[src/rtl/reservation_station.sv]
// rtl/reservation_station.sv - out-of-order reservation station for ALU/branch ops
module reservation_station #(
    parameter int RS_SIZE = 16,
    parameter int NICK_W  = 4,
    parameter int OP_W    = 6
) (
    input  logic              clk,
    input  logic              rst,
    input  logic              rdy,
    input  logic              iDP_en,
    input  logic [31:0]       iDP_pc,
    input  logic [OP_W-1:0]   iDP_op,
    input  logic [31:0]       iDP_imm,
    input  logic [NICK_W-1:0] iDP_rd_nick,
    input  logic              iDP_rs1_rdy,
    input  logic [31:0]       iDP_rs1_dt,
    input  logic [NICK_W-1:0] iDP_rs1_nick,
    input  logic              iDP_rs2_rdy,
    input  logic [31:0]       iDP_rs2_dt,
    input  logic [NICK_W-1:0] iDP_rs2_nick,
    input  logic              iEX_en,
    input  logic [NICK_W-1:0] iEX_nick,
    input  logic [31:0]       iEX_dt,
    input  logic              iLS_en,
    input  logic [NICK_W-1:0] iLS_nick,
    input  logic [31:0]       iLS_dt,
    input  logic              iROB_clr,
    output logic              oRS_full,
    output logic              oRS_en,
    output logic [31:0]       oRS_pc,
    output logic [OP_W-1:0]   oRS_op,
    output logic [31:0]       oRS_imm,
    output logic [NICK_W-1:0] oRS_rd_nick,
    output logic [31:0]       oRS_rs1_dt,
    output logic [31:0]       oRS_rs2_dt
);
    localparam int IDX_W = $clog2(RS_SIZE);

    logic [RS_SIZE-1:0] busy;
    logic [RS_SIZE-1:0] rs1_rdy;
    logic [RS_SIZE-1:0] rs2_rdy;
    logic [31:0]        e_pc       [RS_SIZE];
    logic [OP_W-1:0]    e_op       [RS_SIZE];
    logic [31:0]        e_imm      [RS_SIZE];
    logic [NICK_W-1:0]  e_rd_nick  [RS_SIZE];
    logic [31:0]        e_rs1_dt   [RS_SIZE];
    logic [NICK_W-1:0]  e_rs1_nick [RS_SIZE];
    logic [31:0]        e_rs2_dt   [RS_SIZE];
    logic [NICK_W-1:0]  e_rs2_nick [RS_SIZE];

    logic             sel_found;
    logic [IDX_W-1:0] sel_idx;
    logic             free_found;
    logic [IDX_W-1:0] free_idx;
    logic             in_rs1_rdy;
    logic [31:0]      in_rs1_dt;
    logic             in_rs2_rdy;
    logic [31:0]      in_rs2_dt;

    assign oRS_full = &busy;

    // Pick the lowest-index fully-ready entry and the lowest-index free slot from registered state
    always_comb begin
        sel_found  = 1'b0;
        sel_idx    = '0;
        free_found = 1'b0;
        free_idx   = '0;
        for (int i = 0; i < RS_SIZE; i++) begin
            if (!sel_found && busy[i] && rs1_rdy[i] && rs2_rdy[i]) begin
                sel_found = 1'b1;
                sel_idx   = IDX_W'(i);
            end
            if (!free_found && !busy[i]) begin
                free_found = 1'b1;
                free_idx   = IDX_W'(i);
            end
        end
    end

    // Dispatch bypass: a source produced on a bus this same cycle is stored as already ready
    always_comb begin
        in_rs1_rdy = iDP_rs1_rdy;
        in_rs1_dt  = iDP_rs1_dt;
        in_rs2_rdy = iDP_rs2_rdy;
        in_rs2_dt  = iDP_rs2_dt;
        if (!iDP_rs1_rdy) begin
            if (iEX_en && iEX_nick == iDP_rs1_nick) begin
                in_rs1_rdy = 1'b1;
                in_rs1_dt  = iEX_dt;
            end else if (iLS_en && iLS_nick == iDP_rs1_nick) begin
                in_rs1_rdy = 1'b1;
                in_rs1_dt  = iLS_dt;
            end
        end
        if (!iDP_rs2_rdy) begin
            if (iEX_en && iEX_nick == iDP_rs2_nick) begin
                in_rs2_rdy = 1'b1;
                in_rs2_dt  = iEX_dt;
            end else if (iLS_en && iLS_nick == iDP_rs2_nick) begin
                in_rs2_rdy = 1'b1;
                in_rs2_dt  = iLS_dt;
            end
        end
    end

    // Entry state and issue register: reset, flush, then wake-up, issue and allocate
    always_ff @(posedge clk) begin
        if (!rst) begin
            busy        <= '0;
            rs1_rdy     <= '0;
            rs2_rdy     <= '0;
            oRS_en      <= 1'b0;
            oRS_pc      <= '0;
            oRS_op      <= '0;
            oRS_imm     <= '0;
            oRS_rd_nick <= '0;
            oRS_rs1_dt  <= '0;
            oRS_rs2_dt  <= '0;
        end else if (rdy) begin
            if (iROB_clr) begin
                busy        <= '0;
                oRS_en      <= 1'b0;
                oRS_pc      <= '0;
                oRS_op      <= '0;
                oRS_imm     <= '0;
                oRS_rd_nick <= '0;
                oRS_rs1_dt  <= '0;
                oRS_rs2_dt  <= '0;
            end else begin
                for (int i = 0; i < RS_SIZE; i++) begin
                    if (busy[i] && !rs1_rdy[i]) begin
                        if (iEX_en && iEX_nick == e_rs1_nick[i]) begin
                            rs1_rdy[i]  <= 1'b1;
                            e_rs1_dt[i] <= iEX_dt;
                        end else if (iLS_en && iLS_nick == e_rs1_nick[i]) begin
                            rs1_rdy[i]  <= 1'b1;
                            e_rs1_dt[i] <= iLS_dt;
                        end
                    end
                    if (busy[i] && !rs2_rdy[i]) begin
                        if (iEX_en && iEX_nick == e_rs2_nick[i]) begin
                            rs2_rdy[i]  <= 1'b1;
                            e_rs2_dt[i] <= iEX_dt;
                        end else if (iLS_en && iLS_nick == e_rs2_nick[i]) begin
                            rs2_rdy[i]  <= 1'b1;
                            e_rs2_dt[i] <= iLS_dt;
                        end
                    end
                end

                oRS_en <= sel_found;
                if (sel_found) begin
                    busy[sel_idx] <= 1'b0;
                    oRS_pc      <= e_pc[sel_idx];
                    oRS_op      <= e_op[sel_idx];
                    oRS_imm     <= e_imm[sel_idx];
                    oRS_rd_nick <= e_rd_nick[sel_idx];
                    oRS_rs1_dt  <= e_rs1_dt[sel_idx];
                    oRS_rs2_dt  <= e_rs2_dt[sel_idx];
                end else begin
                    oRS_pc      <= '0;
                    oRS_op      <= '0;
                    oRS_imm     <= '0;
                    oRS_rd_nick <= '0;
                    oRS_rs1_dt  <= '0;
                    oRS_rs2_dt  <= '0;
                end

                // The free slot is never the issuing slot, so the two writes never collide
                if (iDP_en && free_found) begin
                    busy[free_idx]       <= 1'b1;
                    e_pc[free_idx]       <= iDP_pc;
                    e_op[free_idx]       <= iDP_op;
                    e_imm[free_idx]      <= iDP_imm;
                    e_rd_nick[free_idx]  <= iDP_rd_nick;
                    rs1_rdy[free_idx]    <= in_rs1_rdy;
                    e_rs1_dt[free_idx]   <= in_rs1_dt;
                    e_rs1_nick[free_idx] <= iDP_rs1_nick;
                    rs2_rdy[free_idx]    <= in_rs2_rdy;
                    e_rs2_dt[free_idx]   <= in_rs2_dt;
                    e_rs2_nick[free_idx] <= iDP_rs2_nick;
                end
            end
        end
    end
endmodule

[config.mk]
export PLATFORM = sky130hd
export DESIGN_NAME = reservation_station
export DESIGN_NICKNAME = d
export VERILOG_FILES = /design/src/rtl/reservation_station.sv
export SDC_FILE = /design/constraint.sdc
export NUM_CORES = 2
export LEC_CHECK = 0
export BUFFER_PORTS_ARGS = -buffer_cell sky130_fd_sc_hd__buf_2
export CORE_UTILIZATION = 43
export CTS_CLUSTER_SIZE = 30
export DETAILED_ROUTE_END_ITERATION = 10
export PLACE_DENSITY_LB_ADDON = 0.05
export SETUP_SLACK_MARGIN = 0.15
export SYNTH_ARGS = -nofsm -noshare
export SYNTH_HDL_FRONTEND = slang
export SYNTH_SLANG_ARGS = --single-unit
[constraint.sdc]
create_clock -name clk -period 7.3 [get_ports clk]
set_input_delay 0.365 -clock clk [delete_from_list [all_inputs] [get_ports clk]]
set_output_delay 0.365 -clock clk [all_outputs]
set_load 0.005 [all_outputs]
==> qor.yml <==
status: "finished, final reports clean"
placedCellCount: 13594
met2_length_um: 223000
setup_viol: 0
grt_use_total: 0.333
reg2reg_from: "busy[3]"
io_pins: 367
final_cell_mix: "2,336 x edfxtp_1, 1,890 x nand2_1, 1,352 x mux2i_1"
drt-total-wl_um: 487000
rrSetupSlack_ns: 2.24
htreeDepth: 5
core_area_mm2: 0.282
dr.max_layer_used: "met5"
slew_viol_final: 0
clockRootBuffer: "clkbuf_16"
synthArstFlopShare: 0
clkPwrFrac: 0.458
arrival_ns: 5.85
floorplan.initialDensity: 0.432
firstDrtPassIters: 8
timing.max_cap.violations: 0
worst_r2r_endpoint: "oRS_rs1_dt[3]"
postRouteAntennaNets: 0
gp_congestion: 0.895
grt.overflow.total: 0
met3_length_um: 40300
fin_crit_sh: 0.694
yosys.area.top_type_share: 0.575
rsz0062_at_grt: "false"
viasPerCell: 6.29
crit_start: "busy[3]"
drive_above_1_share: 0.130
finalHoldViolCount: 0
start_kind: "flip-flop"
fp-row-count: 195
grt_start_max_net_pins: 135
tritoncts: "done"
swShare: 0.224
finalCriticalPeriod_ns: 5.06
final_common_cell: "edfxtp_1"
final_cells: 14228
clkTransAtPathRegs_ns: 0.06
end_kind: "flip-flop"
setup_tns_ns: 0
vias: 89544
tightest_slew_ns: 1.29
peakVddDrop_mv: 0.166
yosysUniqueCellTypes: 90
cp.required_ns: 8.09
finClkSkew_ns: 0.0529
die_h_um: 535
clock_path_buffers: 4
drt-wirelength-per-cell_um: 34.2
synth.area.top_cells: "edfxtp_1 57%, mux2i_1 11%, nand2_1 5.8%"
synthFlopType: "edfxtp_1"
synth.cell_area_mm2: 0.122
seq_area_frac_synth: 0.605
drc_errors: 0
crit_type: "flip-flop to flip-flop"
dpl.hpwl_um: 260000
cts_resized: 0
synth_edf_count: 2336
wl_met1_um: 196000
cts_buffers: 292
cts.sinks: 2523
grt_pass1_wl_um: 672000
sequentialPowerShare: 0.500
synth_top_cell_by_area: "edfxtp_1"
clk-insertion-delay-late_ns: 0.93
portBuffers: 366
hp-class: "primary input to flip-flop"
critPathMaxFanout: 55
power.density_mw_per_mm2: 230
drt_iter0_markers: 10241
p_leak_nw: 50.7
critPathCapture: "oRS_rs1_dt[3]"
slew_headroom: 0.137
antenna_found_initial: 51
nNetsFinal: 10456
fp.dieArea_mm2: 0.286
grt_pass1_vias: 85324
combPwrFrac: 0.041
p_sw_mw: 7.09
syn_avg_cell_area_um2: 11.8
postSynthCellCount: 10337
ys_seq_elements: 2523
worst_r2r_path_depth: 9
syn_nets: 10564
internal-power_mw: 24.5
die_w_um: 535
synthToLayoutAreaGrowth_pct: 12.6
fmax_ghz: 0.197
ys_warn_count: 0
[worst max-delay path, cell delays in order, from the launching register on]
cell       delay, ns
dfxtp_1         0.43
and3_4          0.27
nor4_4          0.63
and4bb_1        0.70
nand2_1         0.67
a211o_4         0.91
buf_4           0.59
nor2_1          0.27
a2111oi_2       0.07
a32o_1          0.30
[how the worst min path moves through the flow]
| stage | startpoint | end | slack (ns) | cells after the start |
|---|---|---|---|---|
| final | rst | rs1_rdy[0] | 0.10 | 2 |
| after global routing | rst | rs1_rdy[0] | 0.1 | 2 |
| after CTS | rst | rs1_rdy[0] | 0.04 | 2 |
| after detailed placement | oRS_pc[22] | oRS_pc[22] | 0.44 | 2 |
| after global placement | oRS_en | oRS_en | 0.43 | 2 |
| after floorplan | oRS_en | oRS_en | 0.44 | 2 |
[through the flow]
step | instance area [um2] | util | setup WS, ns | power [mW] | hold slack [ns]
after CTS | 137000 | 0.487 | 2.34 | 31.7 | 0.0367
after floorplan | 122000 | - | 2.28 | 16.8 | 0.439
final | 137000 | 0.487 | 2.24 | 31.6 | 0.101
after global placement | 127000 | 0.451 | 2.47 | 17.3 | 0.435
after global routing | 137000 | 0.487 | 2.10 | 32.3 | 0.0956
after detailed placement | 127000 | 0.451 | 2.37 | 17.3 | 0.442
[cell usage after synthesis, drive strengths merged (168+ instances only)]
cell type  count
xor2         202
clkbuf       706
nor2         228
edfxtp      2336
o21ai       1038
and3         168
buf          385
a21oi        225
nand3        230
nand2       1895
dfxtp        187
mux2i       1352
[state kept, by name, summed over array words and instances (netlist names)]
register     flops
e_imm          512
e_rs2_nick      64
oRS_rs2_dt      32
oRS_en           1
oRS_pc          32
oRS_rd_nick      4
busy            16
e_rd_nick       64
e_op            96
e_rs2_dt       512
e_pc           512
rs2_rdy         16
e_rs1_dt       512
oRS_op           6
rs1_rdy         16
oRS_imm         32
oRS_rs1_dt      32
e_rs1_nick      64
[final cells by class]
cell class                      count  area (um2)
Antenna cell                       23        57.6
Clock buffer                      395        8020
Clock inverter                    132        1210
Fill cell                       24870      145000
Inverter                           23         139
Multi-Input combinational cell   6700       44500
Sequential cell                  2523       73900
Tap cell                         3743        4680
Timing Repair Buffer              689        4940
[power groups by stage]
stage	registers (mW)	clock network, mW	logic, mW
2_1_floorplan	16.1	0	0.722
3_3_place_gp	16.1	0	1.19
3_5_place_dp	16.1	0	1.23
4_1_cts	15.8	14.6	1.28
5_1_grt	15.8	15.1	1.39
6_report	15.8	14.5	1.30
[timing repair]
action	4_1_cts	5_1_grt
buffers inserted	0	0
endpoints found under the setup margin	0	0
hold endpoints to repair	1262	0
hold buffers	84	0
[per-layer routing]
metal | global-route usage | vias up
li1 | - | 38230
met1 | 0.442 | 45318
met2 | 0.534 | 4760
met3 | 0.0494 | 1202
met4 | 0.163 | 34
met5 | 0 | -
[cell families (layout without fill, tap and decap cells)]
family | count (synthesis) | count (layout) | synth area share
other | 0 | 23 | 0
multiplexers | 1485 | 1485 | 0.123
XOR/XNOR | 269 | 269 | 0.0193
buffers and inverters | 1114 | 1239 | 0.0389
AO/OA/AOI/OAI | 2230 | 2230 | 0.119
flip-flops | 2523 | 2523 | 0.605
AND/OR/NAND/NOR | 2716 | 2716 | 0.0944
(Power assumes the default switching activity.)
